### config.mk
export PLATFORM = sky130hd
export DESIGN_NAME = mc_control_fsm_flat
export DESIGN_NICKNAME = d
export VERILOG_FILES = /design/src/rtl/mc_control_fsm_if.sv /design/src/rtl/mc_control_fsm.sv /design/src/flat_wrapper.sv
export SDC_FILE = /design/constraint.sdc
export NUM_CORES = 1
export LEC_CHECK = 0
export ABC_CLOCK_PERIOD_IN_PS = 1800
export CELL_PAD_IN_SITES_DETAIL_PLACEMENT = 1
export CELL_PAD_IN_SITES_GLOBAL_PLACEMENT = 1
export CORE_ASPECT_RATIO = 1.5
export CORE_MARGIN = 2
export CORE_UTILIZATION = 27
export DETAILED_ROUTE_END_ITERATION = 6
export PLACE_DENSITY = 0.76
export SYNTH_ARGS = -nofsm -noshare
export SYNTH_HDL_FRONTEND = slang
export SYNTH_SLANG_ARGS = --single-unit
### constraint.sdc
create_clock -name clk -period 1.8 [get_ports clk]
set_input_delay 0.45 -clock clk [delete_from_list [all_inputs] [get_ports clk]]
set_output_delay 0.45 -clock clk [all_outputs]
set_load 0.02 [all_outputs]
### src/rtl/mc_control_fsm_if.sv
// Control bundle between the multicycle main control FSM and the datapath.
// The FSM side uses the master modport; the datapath (or a bench) uses slave.
interface mc_control_fsm_if;
    logic [2:0] opcode;
    logic       zero;
    logic       memReady;
    logic       pcEn;
    logic       iorD;
    logic       memRead;
    logic       memWrite;
    logic       irWrite;
    logic       memToReg;
    logic       regDst;
    logic       regWrite;
    logic       aluSrcA;
    logic [1:0] aluSrcB;
    logic [1:0] aluOp;
    logic [1:0] pcSource;
    logic       illegalOp;
    logic [3:0] state;

    modport master (
        input  opcode, zero, memReady,
        output pcEn, iorD, memRead, memWrite, irWrite, memToReg, regDst,
               regWrite, aluSrcA, aluSrcB, aluOp, pcSource, illegalOp, state
    );

    modport slave (
        output opcode, zero, memReady,
        input  pcEn, iorD, memRead, memWrite, irWrite, memToReg, regDst,
               regWrite, aluSrcA, aluSrcB, aluOp, pcSource, illegalOp, state
    );
endinterface

### src/rtl/mc_control_fsm.sv
// Moore main control FSM of the 8-bit multicycle processor: sequences fetch,
// decode, execute, memory and writeback and drives every datapath select/enable.
module mc_control_fsm (
    input  logic             clk,
    input  logic             reset,
    mc_control_fsm_if.master bus
);
    localparam logic [2:0] OP_RTYPE = 3'b000;
    localparam logic [2:0] OP_LW    = 3'b001;
    localparam logic [2:0] OP_SW    = 3'b010;
    localparam logic [2:0] OP_BEQ   = 3'b011;
    localparam logic [2:0] OP_ADDI  = 3'b100;
    localparam logic [2:0] OP_J     = 3'b101;

    localparam logic [3:0] S_FETCH    = 4'd0;
    localparam logic [3:0] S_DECODE   = 4'd1;
    localparam logic [3:0] S_MEMADR   = 4'd2;
    localparam logic [3:0] S_MEMRD    = 4'd3;
    localparam logic [3:0] S_MEMWB    = 4'd4;
    localparam logic [3:0] S_MEMWR    = 4'd5;
    localparam logic [3:0] S_EXECUTE  = 4'd6;
    localparam logic [3:0] S_ALUWB    = 4'd7;
    localparam logic [3:0] S_BRANCH   = 4'd8;
    localparam logic [3:0] S_ADDIEXEC = 4'd9;
    localparam logic [3:0] S_ADDIWB   = 4'd10;
    localparam logic [3:0] S_JUMP     = 4'd11;

    logic [3:0] state_q, state_d;

    // Strobes before the reset mask; reset must suppress writes even in FETCH.
    logic pc_en_raw, mem_read_raw, ir_write_raw, mem_write_raw, reg_write_raw;

    // NOTE: state registers use non-blocking assignment so every flop samples
    // pre-edge values; blocking here would create order-dependent simulation.
    always_ff @(posedge clk or posedge reset) begin
        if (reset) state_q <= S_FETCH;
        else       state_q <= state_d;
    end

    always_comb begin
        // NOTE: default first so every path assigns state_d and no latch is inferred.
        state_d = S_FETCH;
        case (state_q)
            S_FETCH:    state_d = bus.memReady ? S_DECODE : S_FETCH;
            S_DECODE: begin
                case (bus.opcode)
                    OP_LW, OP_SW: state_d = S_MEMADR;
                    OP_RTYPE:     state_d = S_EXECUTE;
                    OP_BEQ:       state_d = S_BRANCH;
                    OP_ADDI:      state_d = S_ADDIEXEC;
                    OP_J:         state_d = S_JUMP;
                    default:      state_d = S_FETCH;
                endcase
            end
            S_MEMADR: begin
                if (bus.opcode == OP_LW)      state_d = S_MEMRD;
                else if (bus.opcode == OP_SW) state_d = S_MEMWR;
                else                          state_d = S_FETCH;
            end
            S_MEMRD:    state_d = bus.memReady ? S_MEMWB : S_MEMRD;
            S_MEMWR:    state_d = bus.memReady ? S_FETCH : S_MEMWR;
            S_EXECUTE:  state_d = S_ALUWB;
            S_ADDIEXEC: state_d = S_ADDIWB;
            default:    state_d = S_FETCH;
        endcase
    end

    always_comb begin
        pc_en_raw     = 1'b0;
        mem_read_raw  = 1'b0;
        ir_write_raw  = 1'b0;
        mem_write_raw = 1'b0;
        reg_write_raw = 1'b0;
        bus.iorD      = 1'b0;
        bus.memToReg  = 1'b0;
        bus.regDst    = 1'b0;
        bus.aluSrcA   = 1'b0;
        bus.aluSrcB   = 2'b00;
        bus.aluOp     = 2'b00;
        bus.pcSource  = 2'b00;
        bus.illegalOp = 1'b0;
        case (state_q)
            S_FETCH: begin
                mem_read_raw = 1'b1;
                bus.aluSrcB  = 2'b01;
                ir_write_raw = bus.memReady;
                pc_en_raw    = bus.memReady;
            end
            S_DECODE: begin
                bus.aluSrcB   = 2'b11;
                bus.illegalOp = (bus.opcode == 3'b110) || (bus.opcode == 3'b111);
            end
            S_MEMADR: begin
                bus.aluSrcA = 1'b1;
                bus.aluSrcB = 2'b10;
            end
            S_MEMRD: begin
                mem_read_raw = 1'b1;
                bus.iorD     = 1'b1;
            end
            S_MEMWB: begin
                bus.memToReg  = 1'b1;
                reg_write_raw = 1'b1;
            end
            S_MEMWR: begin
                mem_write_raw = 1'b1;
                bus.iorD      = 1'b1;
            end
            S_EXECUTE: begin
                bus.aluSrcA = 1'b1;
                bus.aluOp   = 2'b10;
            end
            S_ALUWB: begin
                bus.regDst    = 1'b1;
                reg_write_raw = 1'b1;
            end
            S_BRANCH: begin
                bus.aluSrcA  = 1'b1;
                bus.aluOp    = 2'b01;
                bus.pcSource = 2'b01;
                pc_en_raw    = bus.zero;
            end
            S_ADDIEXEC: begin
                bus.aluSrcA = 1'b1;
                bus.aluSrcB = 2'b10;
            end
            S_ADDIWB:   reg_write_raw = 1'b1;
            S_JUMP: begin
                bus.pcSource = 2'b10;
                pc_en_raw    = 1'b1;
            end
            default: ;
        endcase
    end

    assign bus.pcEn     = pc_en_raw     & ~reset;
    assign bus.memRead  = mem_read_raw  & ~reset;
    assign bus.irWrite  = ir_write_raw  & ~reset;
    assign bus.memWrite = mem_write_raw & ~reset;
    assign bus.regWrite = reg_write_raw & ~reset;
    assign bus.state    = state_q;
endmodule

### src/flat_wrapper.sv
// flat-port wrapper written by rule: the top's interface ports become plain ports
module mc_control_fsm_flat 
  (clk, reset, bus_opcode, bus_zero, bus_memReady, bus_pcEn, bus_iorD, bus_memRead, bus_memWrite, bus_irWrite, bus_memToReg, bus_regDst, bus_regWrite, bus_aluSrcA, bus_aluSrcB, bus_aluOp, bus_pcSource, bus_illegalOp, bus_state);
  mc_control_fsm_if bus_i ();
  input  logic clk;
  input  logic reset;
  input wire logic [$bits(bus_i.opcode)-1:0] bus_opcode;
  input wire logic [$bits(bus_i.zero)-1:0] bus_zero;
  input wire logic [$bits(bus_i.memReady)-1:0] bus_memReady;
  output wire logic [$bits(bus_i.pcEn)-1:0] bus_pcEn;
  output wire logic [$bits(bus_i.iorD)-1:0] bus_iorD;
  output wire logic [$bits(bus_i.memRead)-1:0] bus_memRead;
  output wire logic [$bits(bus_i.memWrite)-1:0] bus_memWrite;
  output wire logic [$bits(bus_i.irWrite)-1:0] bus_irWrite;
  output wire logic [$bits(bus_i.memToReg)-1:0] bus_memToReg;
  output wire logic [$bits(bus_i.regDst)-1:0] bus_regDst;
  output wire logic [$bits(bus_i.regWrite)-1:0] bus_regWrite;
  output wire logic [$bits(bus_i.aluSrcA)-1:0] bus_aluSrcA;
  output wire logic [$bits(bus_i.aluSrcB)-1:0] bus_aluSrcB;
  output wire logic [$bits(bus_i.aluOp)-1:0] bus_aluOp;
  output wire logic [$bits(bus_i.pcSource)-1:0] bus_pcSource;
  output wire logic [$bits(bus_i.illegalOp)-1:0] bus_illegalOp;
  output wire logic [$bits(bus_i.state)-1:0] bus_state;
  assign bus_i.opcode = bus_opcode;
  assign bus_i.zero = bus_zero;
  assign bus_i.memReady = bus_memReady;
  assign bus_pcEn = bus_i.pcEn;
  assign bus_iorD = bus_i.iorD;
  assign bus_memRead = bus_i.memRead;
  assign bus_memWrite = bus_i.memWrite;
  assign bus_irWrite = bus_i.irWrite;
  assign bus_memToReg = bus_i.memToReg;
  assign bus_regDst = bus_i.regDst;
  assign bus_regWrite = bus_i.regWrite;
  assign bus_aluSrcA = bus_i.aluSrcA;
  assign bus_aluSrcB = bus_i.aluSrcB;
  assign bus_aluOp = bus_i.aluOp;
  assign bus_pcSource = bus_i.pcSource;
  assign bus_illegalOp = bus_i.illegalOp;
  assign bus_state = bus_i.state;
  mc_control_fsm u_core (.clk(clk), .reset(reset), .bus(bus_i));
endmodule
== Word-level counts from Yosys, hierarchy flattened ==
Cells that the tools add are included.
W data, S select, Z words.

* Bits in registers: 4
* Bits of input ports: 7
* Output and inout bits: 20
* Word-level logic and storage cells: 54

* Equality and inequality tests: 18
* Multiplexer cells: 20
* Bitwise logic cells: 6
* Reduce and logical (&&, ||, !) cells: 9

{| class="wikitable"
|+ Operator list
! cell !! count
|-
| $pmux W4 S7 || 1
|-
| $pmux W4 S5 || 1
|-
| $eq A4 B3 Y1 const B || 4
|-
| $eq A4 B4 Y1 const B || 4
|-
| $eq A3 B3 Y1 const B || 4
|-
| $mux W1 || 10
|-
| $mux W3 || 3
|-
| $eq A4 B2 Y1 const B || 2
|-
| $pmux W2 S2 || 2
|-
| $reduce_or A2 Y1 || 4
|-
| $eq A3 B2 Y1 const B || 2
|-
| $pmux W2 S3 || 1
|-
| $and A1 B1 Y1 || 5
|-
| $eq A4 B1 Y1 const B || 1
|-
| $logic_not A4 Y1 || 1
|-
| $mux W4 || 1
|-
| $reduce_or A4 Y1 || 1
|-
| $eq A3 B1 Y1 const B || 1
|-
| $logic_not A3 Y1 || 1
|-
| $pmux W1 S3 || 1
|-
| $reduce_or A3 Y1 || 1
|-
| $logic_or A1 B1 Y1 || 1
|-
| $not A1 Y1 || 1
|}

== Depth between registers and ports, before layout ==
Gate-level depths: netlist of the first run.

* Depth after elaboration: 4
* Gate-level depth with buffers: 5
* Mapped depth without buffers: 3

== Least setup slack after synthesis of the first run ==
Ideal clock, no wire load.

* Path type: register to output
* From: register u_core.state_q[1] (netlist: u_core.bus.state[1])
* To: output bus_irWrite
* Arrival time: 1608 ps
* Data required time: 1350 ps
* Setup slack: -258 ps
* Cell stages (with the launch flop): 4
* Buffers on the path: 1
* Cells stage by stage: dfrtp_1 buf_4 or4b_1 nor3_1

* Word-level cells in the longest chain between the ends: 3

{| class="wikitable"
|+ RTL lines
! element !! RTL line !! RTL
|-
| start: declaration || mc_control_fsm.sv:28 || <nowiki>logic [3:0] state_q, state_d;</nowiki>
|-
| start signal: assignment || mc_control_fsm.sv:37 || <nowiki>else state_q <= state_d;</nowiki>
|-
| $logic_not A4 Y1 || mc_control_fsm.sv:82 || <nowiki>case (state_q)</nowiki>
|-
| $mux W1 || mc_control_fsm.sv:82 ||
|-
| $and A1 B1 Y1 || mc_control_fsm.sv:138 || <nowiki>assign bus.irWrite = ir_write_raw & ~reset;</nowiki>
|-
| end: declaration || flat_wrapper.sv:14 || <nowiki>output wire logic [$bits(bus_i.irWrite)-1:0] bus_irWrite;</nowiki>
|}

Every way passes these cells.

== Final worst setup path of the first run ==
* From: register u_core.state_q[1] (netlist: u_core.bus.state[1])
* To: output bus_regWrite

* Word-level cells in the longest chain between the ends: 4
* Elaborated cells between the ends (all ways): 6
* Those cells by class: eq/ne (3); mux (1); bitwise (1); reduce/logical (1)

{| class="wikitable"
|+ RTL lines
! element !! RTL line !! RTL
|-
| $eq A4 B3 Y1 / $eq A4 B4 Y1 (equally long branches) || mc_control_fsm.sv:82 ||
|-
| $reduce_or A3 Y1 (no source line) (*) || -- ||
|-
| $mux W1 (*) || mc_control_fsm.sv:82 ||
|-
| $and A1 B1 Y1 (*) || mc_control_fsm.sv:140 || <nowiki>assign bus.regWrite = reg_write_raw & ~reset;</nowiki>
|-
| end: declaration || flat_wrapper.sv:17 || <nowiki>output wire logic [$bits(bus_i.regWrite)-1:0] bus_regWrite;</nowiki>
|}

Mark *: on every way between the ends. The rest lies on a longest branch, timed or not.

==> impl_metrics.py, run 1 <==
metrics = {
    "outcome": {
        "outcome": "complete, but fails checks",
        "violations": "setup timing",
    },
    "worst_setup_path": {
        "r2r_start": "u_core.bus.state[2]$_DFF_PP0_",
        "reg2reg_slack_ps": 60,
        "crit_type": "flop to primary output",
        "critPathMaxFanout": 5,
        "end_kind": "primary output",
        "rr_worst_depth": 6,
        "start_kind": "flop",
        "r2r_end": "u_core.bus.state[0]$_DFF_PP0_",
        "cp.required_ps": 1350,
        "arrival_ps": 1510,
    },
    "finish": {
        "diodes": 0,
        "largest_register_ffs": 4,
        "drive_gt1_share_pct": 64.6,
        "fin_area_mm2": 0.00125,
        "layout_commonest_cell": "buf_4",
        "nets": 136,
        "mostFrequentLayoutCells": "30 x buf_4, 14 x buf_6, 6 x dlygate4sd2_1",
        "fill_cells": 223,
        "area_growth_pct": 120,
    },
    "floorplanning": {
        "dieArea_mm2": 0.00248,
        "dieWidth_um": 41.4,
        "num_io_pins": 27,
        "start_util_pct": 28.2,
        "rows": 20,
        "coreArea_mm2": 0.00200,
        "die_y_um": 60.1,
    },
    "clock_tree": {
        "clk_latency_ps": 260,
        "clock-sinks": 4,
        "cts_hold_buf": 0,
        "cts_tree": "yes",
        "htree_levels": 1,
        "cts-root-buf": "clkbuf_4",
        "clk_pin_slew_worst_paths_ps": 40,
        "cts_made_buffers": 3,
        "cts-root-to-sink-buffers": 2,
    },
    "routing": {
        "drt_pass1_iterations": 4,
        "route.detailed.drc": 0,
        "drt_iter0_drc": 19,
        "drt-total-wl_mm": 2.77,
        "avgViaCountPerCell": 5.28,
        "post_drt_wl_per_cell_um": 18.6,
        "vias": 786,
        "ant_nets": 0,
    },
    "sta": {
        "skew_ps": 2.93,
        "rsz0062_at_grt": "true",
        "slew_headroom_pct": 70.1,
        "fmax_mhz": 509,
        "setup_tns_ps": -647,
        "hold_ws_ps": 294,
        "report.final.slew_viol_count": 0,
        "fin_ws_ps": -165,
        "setup_violations": 7,
        "period_share_pct": 109,
        "worst_slew_pin_slew_ps": 443,
        "hold_viol_final": 0,
        "fin_crit_ps": 1960,
    },
    "power": {
        "p_per_area_mw_per_mm2": 1670,
        "p_leak_nw": 0.566,
        "vdd_drop_max_mv": 0.750,
        "fin_total_pwr_mw": 2.08,
    },
    "global_route": {
        "grt_max_degree": 12,
        "grt_util_all_layers_pct": 24.4,
        "gr-total-overflow": 0,
        "antenna_found_initial": 0,
        "grt_pass1_vias": 831,
        "grt_pass1_wl_mm": 3.91,
    },
    "synthesis": {
        "yosys_warnings": 0,
        "syn_inst": 75,
        "syn_avg_cell_area_um2": 7.54,
        "yosysSeqAreaShare_pct": 17.7,
        "synth_top_area_cell": "dfrtp_1",
        "netlist_area_um2": 566,
        "synthTopCellsByArea": "dfrtp_1 18%, nor3_1 8.8%, mux2i_1 5.3%, a21oi_1 4.4%, nand2b_1 4.4%",
        "synth_seq_cells": 4,
        "synth.net_count": 82,
        "ys_types": 34,
        "synth_top_area_share_pct": 17.7,
    },
    "place": {
        "post_dp_cell_area_um2": 997,
        "hpwl_mm": 1.56,
        "globalplace.congestion": 0.774,
        "place_ws_ps": -809,
        "port_buffers": 26,
    },
    "hold_path": {
        "hp-class": "input pin to asynchronous set/reset pin",
    },
    "run": {
        "maxCapViolCount": 0,
    },
}
## synthesized netlist by cell type (all sizes together)
library cell / number
nand3b: 2
a21o: 1
nand2b: 4
or4b: 1
or2: 1
nor4: 1
nor3: 10
o21a: 1
nor2: 6
o311ai: 1
nor4b: 2
a221o: 1
a21oi: 5
o21ai: 3
dfrtp: 4
a311o: 1
mux2i: 3
nor3b: 2
nand3: 2
clkbuf: 2
nor2b: 3
xnor2: 2
buf: 7
o31ai: 1
or3b: 3
nand2: 3
o31a: 1
or2b: 1
inv: 1
## per-layer routing
metal / vias to the layer above / global-route usage (%) / share of wire [%]
li1: 374 / - / -
met1: 387 / 26.5 / 39
met2: 18 / 41.7 / 56
met3: 7 / 1.86 / 2.4
met4: 0 / 16.6 / 3.1
met5: - / 0 / 0
## power by group
part           total [mW]  leakage, nW  internal [mW]  switching [mW]
clock               0.127       0.0138         0.0756          0.0518
sequential          0.194       0.0474          0.132          0.0615
combinational        1.76        0.505          0.888           0.869
total                2.08        0.566           1.10           0.983
## what timing repair did
item,4_1_cts,5_1_grt
setup endpoints to repair,20,14
endpoints found under the hold margin,0,0
pin swaps,4,6
buffers inserted,7,8
gates resized for setup,109,33
## per-stage QoR
| step | instances | utilization [%] |
|---|---|---|
| floorplan | 75 | - |
| global placement | 134 | 49.8 |
| finish | 149 | 62.3 |
| CTS | 144 | 54.7 |
| detailed placement | 134 | 49.8 |
| global route | 149 | 62.3 |
## kinds of logic after synthesis
logic type,count (synthesis),synth area share (%)
AND/OR/NAND/NOR,41,45.4
AO/OA/AOI/OAI,15,17.7
buffers and inverters,10,10.8
flip-flops,4,17.7
multiplexers,3,5.31
XOR/XNOR,2,3.10
## worst max-delay path: stages, from the launching register on
cell	delay, ps
dfrtp_2	440
or3b_1	400
a21oi_1	150
o21a_2	150
buf_6	120
## worst max path at each step
stage | startpoint | end | slack, ps
6_report | u_core.bus.state[1]$_DFF_PP0_ | bus_regWrite | -160
4_1_cts | u_core.bus.state[1]$_DFF_PP0_ | bus_irWrite | -230
2_1_floorplan | u_core.bus.state[1]$_DFF_PP0_ | bus_irWrite | -70
5_1_grt | u_core.bus.state[3]$_DFF_PP0_ | bus_pcEn | -240
3_5_place_dp | bus_memReady | bus_irWrite | -810
3_3_place_gp | bus_memReady | bus_irWrite | -790
## cell type report
cell class,count,area [um2],area share (%)
Inverter,1,3.75,0.301
Multi-Input combinational cell,61,563,45.2
Clock buffer,3,22.5,1.81
Sequential cell,4,104,8.33
Timing Repair Buffer,58,526,42.2
Tap cell,22,27.5,2.21
Note: power is estimated with default switching activity, not from simulation.
==> inputs of run 2 (changes only) <==
--- a/config.mk
+++ b/config.mk
@@ -13,6 +13,9 @@
 export CORE_UTILIZATION = 27
 export DETAILED_ROUTE_END_ITERATION = 6
 export PLACE_DENSITY = 0.76
+export SETUP_SLACK_MARGIN = 0.3
+export SLEW_MARGIN = 10
 export SYNTH_ARGS = -nofsm -noshare
 export SYNTH_HDL_FRONTEND = slang
 export SYNTH_SLANG_ARGS = --single-unit
+export TNS_END_PERCENT = 1
==> run 2 against run 1 <==
Sequential share of layout area grew 1.3 points. Largest power group unchanged. Register-to-register slack gained 170 ps. Highest routed layer unchanged. Clock skew rose by 8.5 ps. The flow still finishes with violations (setup timing).
==> impl_metrics.py, run 2 (synthesis gave the netlist of run 1 again) <==
metrics = {
    "outcome": {
        "outcome": "complete, but fails checks",
        "violations": "setup timing",
    },
    "floorplanning": {
        "coreArea_mm2": 0.00200,
        "dieWidth_um": 41.4,
        "dieArea_mm2": 0.00248,
        "start_util_pct": 28.2,
        "rows": 20,
        "num_io_pins": 27,
        "die_y_um": 60.1,
    },
    "routing": {
        "post_drt_wl_per_cell_um": 16.6,
        "drt_iter0_drc": 15,
        "drt-total-wl_mm": 2.30,
        "ant_nets": 0,
        "route.detailed.drc": 0,
        "drt_pass1_iterations": 4,
        "avgViaCountPerCell": 5.32,
        "vias": 739,
    },
    "sta": {
        "fmax_mhz": 517,
        "skew_ps": 11.5,
        "report.final.slew_viol_count": 0,
        "setup_violations": 11,
        "period_share_pct": 107,
        "hold_viol_final": 0,
        "fin_crit_ps": 1930,
        "slew_headroom_pct": 78.1,
        "fin_ws_ps": -134,
        "rsz0062_at_grt": "true",
        "worst_slew_pin_slew_ps": 324,
    },
    "worst_setup_path": {
        "worstPathCellList": "or4b_4, nor3_4, buf_6",
        "rr_worst_depth": 4,
        "start_kind": "flop",
        "crit_buf_inv": 1,
        "end_kind": "primary output",
        "crit_family": "simple AND/OR/NAND/NOR gates",
        "cp.required_ps": 1350,
        "r2r_start": "u_core.bus.state[2]$_DFF_PP0_",
        "critPathMaxFanout": 5,
        "crit_slowest_cell": "or4b_4",
        "crit_type": "flop to primary output",
        "arrival_ps": 1480,
        "cpPeakStageDelay_ps": 530,
        "reg2reg_slack_ps": 230,
        "r2r_end": "u_core.bus.state[2]$_DFF_PP0_",
    },
    "power": {
        "fin_total_pwr_mw": 1.79,
        "vdd_drop_max_mv": 0.690,
        "p_leak_nw": 0.464,
        "p_per_area_mw_per_mm2": 1650,
    },
    "hold_path": {
        "hp-class": "input pin to asynchronous set/reset pin",
    },
    "finish": {
        "area_growth_pct": 92.5,
        "diodes": 0,
        "drive_gt1_share_pct": 60.7,
        "largest_register_ffs": 4,
        "mostFrequentLayoutCells": "27 x buf_4, 10 x buf_6, 7 x nor3_2",
        "layout_commonest_cell": "buf_4",
        "instances_no_fill": 139,
        "nets": 125,
    },
    "clock_tree": {
        "cts_hold_buf": 0,
        "htree_levels": 1,
        "clock-sinks": 4,
        "clk_pin_slew_worst_paths_ps": 50,
        "cts-root-to-sink-buffers": 2,
        "clk_latency_ps": 250,
        "cts-root-buf": "clkbuf_4",
        "cts_made_buffers": 3,
        "cts_tree": "yes",
    },
    "global_route": {
        "grt_pass1_wl_mm": 3.55,
        "grt_util_all_layers_pct": 21.7,
        "grt_use_met3_pct": 1.12,
        "grt_max_degree": 13,
        "gr-usage-met2_pct": 38.4,
        "busiest_layer": "met2",
        "antenna_found_initial": 0,
        "use_met1_pct": 24.5,
        "grt_pass1_vias": 756,
        "gr-total-overflow": 0,
    },
    "run": {
        "maxCapViolCount": 0,
    },
    "place": {
        "port_buffers": 26,
        "hpwl_mm": 1.54,
        "dp_cells": 133,
        "place_ws_ps": -821,
        "globalplace.congestion": 0.797,
    },
}
-- run 2: cell types whose count changed in the layout (fill, tap and decap cells not counted), sizes merged --
cell           change
dlymetal6s2s       -2
buf                -9
clkdlybuf4s50      +2
dlygate4sd2        -5
clkdlybuf4s15      +3
clkbuf             +1
-- run 2: metrics by stage --
stage                     area [um2]  hold WS (ps)  TNS, ps  utilization [%]
after floorplan                  628           233     -110                -
after global placement           991           695    -5600             49.5
after detailed placement         991           720    -6020             49.5
after CTS                       1030           611     -657             51.6
after global routing            1090           661    -1410             54.4
final                           1090           627     -773             54.4
-- run 2: how the worst max path moves through the flow --
stage	startpoint	cells past startpoint	slack (ps)	to
6_report	u_core.bus.state[1]$_DFF_PP0_	3	-130	bus_irWrite
5_1_grt	u_core.bus.state[1]$_DFF_PP0_	3	-190	bus_irWrite
4_1_cts	u_core.bus.state[1]$_DFF_PP0_	3	-130	bus_irWrite
3_5_place_dp	bus_memReady	4	-820	bus_irWrite
3_3_place_gp	bus_memReady	4	-820	bus_irWrite
2_1_floorplan	u_core.bus.state[2]$_DFF_PP0_	3	-40	bus_irWrite
-- run 2: metal layers --
metal,share of wire (%),vias to the layer above
met4,1.2,0
met3,2.0,2
met5,0,-
met2,59,15
li1,-,355
met1,38,367
-- run 2: timing repair --
item,in CTS,in global routing
endpoints found under the setup margin,22,23
pin swaps,10,8
resized for setup,113,14
setup buffers,1,1
-- run 2: power breakdown --
group | switching, mW | internal, mW | leakage [nW] | total (mW)
combinational | 0.748 | 0.722 | 0.402 | 1.47
sequential | 0.0572 | 0.134 | 0.0462 | 0.192
clock | 0.0459 | 0.0838 | 0.0150 | 0.130
total | 0.851 | 0.940 | 0.464 | 1.79
-- run 2: area by class of cell --
type / count / area, um2
Inverter: 1 / 3.75
Clock buffer: 4 / 26.3
Multi-Input combinational cell: 61 / 510
Fill cell: 246 / 913
Tap cell: 22 / 27.5
Sequential cell: 4 / 105
Timing Repair Buffer: 47 / 415
-- run 2: worst register-to-register path: cells and delay by family (launching register included) --
| family | cells | cell delay, ps |
|---|---|---|
| AOI/OAI and AO/OA | 2 | 450 |
| buffers and inverters | 1 | 220 |
| DFF | 1 | 410 |
| and+or+nand+nor | 1 | 370 |
==> inputs of run 3 (changes only) <==
--- a/config.mk
+++ b/config.mk
@@ -5,17 +5,16 @@
 export SDC_FILE = /design/constraint.sdc
 export NUM_CORES = 1
 export LEC_CHECK = 0
-export ABC_CLOCK_PERIOD_IN_PS = 1800
+export ABC_CLOCK_PERIOD_IN_PS = 1700
 export CELL_PAD_IN_SITES_DETAIL_PLACEMENT = 1
 export CELL_PAD_IN_SITES_GLOBAL_PLACEMENT = 1
 export CORE_ASPECT_RATIO = 1.5
 export CORE_MARGIN = 2
-export CORE_UTILIZATION = 27
+export CORE_UTILIZATION = 24
 export DETAILED_ROUTE_END_ITERATION = 6
-export PLACE_DENSITY = 0.76
+export PLACE_DENSITY = 0.72
 export SETUP_SLACK_MARGIN = 0.3
 export SLEW_MARGIN = 10
 export SYNTH_ARGS = -nofsm -noshare
 export SYNTH_HDL_FRONTEND = slang
 export SYNTH_SLANG_ARGS = --single-unit
-export TNS_END_PERCENT = 1
==> constraint.sdc (replaced) <==
create_clock -name clk -period 1.7 [get_ports clk]
set_input_delay 0.425 -clock clk [delete_from_list [all_inputs] [get_ports clk]]
set_output_delay 0.425 -clock clk [all_outputs]
set_load 0.02 [all_outputs]
==> run 3 against run 2 <==
Combinational power up 54%. Sequential power up 7%. Die area up 11%. Count of clock-buffer cells in the layout down 1. The flow still finishes with violations (setup timing). Cell count up 12%. Global-route usage down 0.22 points.
==> impl_metrics.py, run 3 (synthesis gave the netlist of run 1 again) <==
metrics = {
    "finish": {
        "drive_gt1_share_pct": 75.0,
        "area_growth_pct": 161,
        "final_util_pct": 66.2,
        "nets": 141,
        "largest_register_ffs": 4,
        "mostFrequentLayoutCells": "25 x buf_6, 24 x buf_4, 8 x nor3_4",
        "fill_cells": 230,
        "multi_input_area_um2": 681,
        "regArea_um2": 105,
        "layout_commonest_cell": "buf_6",
        "diodes": 0,
        "fin_area_mm2": 0.00148,
    },
    "floorplanning": {
        "num_io_pins": 27,
        "coreArea_mm2": 0.00223,
        "dieWidth_um": 43.6,
        "rows": 21,
        "die_y_um": 63.5,
        "start_util_pct": 25.3,
        "dieArea_mm2": 0.00277,
    },
    "sta": {
        "fmax_mhz": 515,
        "period_share_pct": 114,
        "slew_headroom_pct": 82.4,
        "report.final.slew_viol_count": 0,
        "hold_ws_ps": 551,
        "rsz0062_at_grt": "true",
        "worst_slew_pin_slew_ps": 260,
        "hold_viol_final": 0,
        "setup_violations": 17,
        "fin_ws_ps": -241,
        "skew_ps": 15.1,
        "fin_crit_ps": 1940,
    },
    "global_route": {
        "grt_pass1_vias": 886,
        "gr-total-overflow": 0,
        "grt_util_all_layers_pct": 21.5,
        "grt_max_degree": 14,
        "grt_pass1_wl_mm": 4.34,
        "antenna_found_initial": 0,
    },
    "power": {
        "p_per_area_mw_per_mm2": 1760,
        "vdd_drop_max_mv": 0.894,
        "fin_total_pwr_mw": 2.60,
        "p_leak_nw": 0.620,
    },
    "routing": {
        "drt-total-wl_mm": 2.89,
        "route.detailed.drc": 0,
        "ant_nets": 0,
        "post_drt_wl_per_cell_um": 18.6,
        "drt_iter0_drc": 22,
        "avgViaCountPerCell": 5.31,
        "vias": 823,
        "drt_pass1_iterations": 5,
    },
    "hold_path": {
        "hp-class": "input pin to asynchronous set/reset pin",
    },
    "place": {
        "place_ws_ps": -868,
        "globalplace.congestion": 0.784,
        "post_dp_cell_area_mm2": 0.00120,
        "port_buffers": 26,
        "hpwl_mm": 1.79,
    },
    "worst_setup_path": {
        "end_kind": "primary output",
        "crit_slowest_cell": "dfrtp_2",
        "cpPeakStageDelay_ps": 450,
        "critPathMaxFanout": 6,
        "arrival_ps": 1520,
        "crit_type": "flop to primary output",
        "crit_buf_inv": 1,
        "worstPathCellList": "or3b_4, a21oi_2, o21a_4, buf_6",
        "crit_family": "flip-flops",
        "cp.required_ps": 1270,
        "start_kind": "flop",
    },
    "clock_tree": {
        "cts-root-buf": "clkbuf_4",
        "htree_levels": 1,
        "cts_made_buffers": 3,
        "clk_latency_ps": 250,
        "clk_pin_slew_worst_paths_ps": 50,
        "cts_tree": "yes",
        "clock-sinks": 4,
        "cts-root-to-sink-buffers": 2,
    },
    "outcome": {
        "violations": "setup timing",
        "outcome": "complete, but fails checks",
    },
    "run": {
        "maxCapViolCount": 0,
    },
}
## run 3: cell count changes in the layout (fill, tap and decap cells not counted), sizes merged
cell / delta
dlygate4sd2: +1
clkdlybuf4s50: -1
buf: +18
clkbuf: -1
clkdlybuf4s15: -3
dlymetal6s2s: +1
## run 3: worst paths after layout
check                                               from  cells past startpoint  slack, ps                             to
max in group asynchronous                          reset                      3       1020  u_core.bus.state[0]$_DFF_PP0_
min                                                reset                      3        550  u_core.bus.state[3]$_DFF_PP0_
min in group clk                           bus_opcode[0]                      3        660  u_core.bus.state[2]$_DFF_PP0_
max reg2reg                u_core.bus.state[3]$_DFF_PP0_                      7          0  u_core.bus.state[0]$_DFF_PP0_
min reg2reg                u_core.bus.state[2]$_DFF_PP0_                      2        750  u_core.bus.state[3]$_DFF_PP0_
max                        u_core.bus.state[2]$_DFF_PP0_                      4       -240                   bus_regWrite
## run 3: routing by layer
| layer | GRT usage (%) | share of wire, % | wire, um | up-vias |
|---|---|---|---|---|
| met1 | 23.8 | 35 | 1020 | 400 |
| li1 | - | - | - | 385 |
| met3 | 3.72 | 3.4 | 99 | 14 |
| met5 | 0 | 0 | 0 | - |
| met2 | 37.5 | 56 | 1630 | 24 |
| met4 | 11.0 | 4.7 | 136 | 0 |
## run 3: layout make-up
cell class | count | share of cell area [%]
multi-input cells | 61 | 46.1
clock buffers | 3 | 1.52
repair buffers | 63 | 43.1
inverters | 1 | 0.254
well taps | 23 | 1.95
flip-flops and latches | 4 | 7.11
## run 3: where the power goes
| part | internal, mW | total [mW] | switching, mW |
|---|---|---|---|
| registers | 0.142 | 0.206 | 0.0632 |
| clock network | 0.0796 | 0.128 | 0.0486 |
| logic | 1.18 | 2.27 | 1.09 |
| total | 1.40 | 2.60 | 1.20 |
## run 3: per-stage QoR
step	TNS, ps	instances
detailed placement	-7540	144
floorplan	-286	75
global route	-2700	155
global placement	-7260	144
finish	-2180	155
CTS	-1850	151
## run 3: timing repair
action | CTS | global route
endpoints found under the setup margin | 23 | 24
hold buffers | 0 | 0
buffers inserted | 4 | 4
pin swaps | 5 | 3
gates resized for setup | 141 | 15
## run 3: worst register-to-register path, stage by stage (launching register included)
cell and delay, ps:
dfrtp_2 440, buf_6 140, buf_6 110, or2_4 270
buf_6 130, buf_6 110, nor4_4 240, a221o_1 170
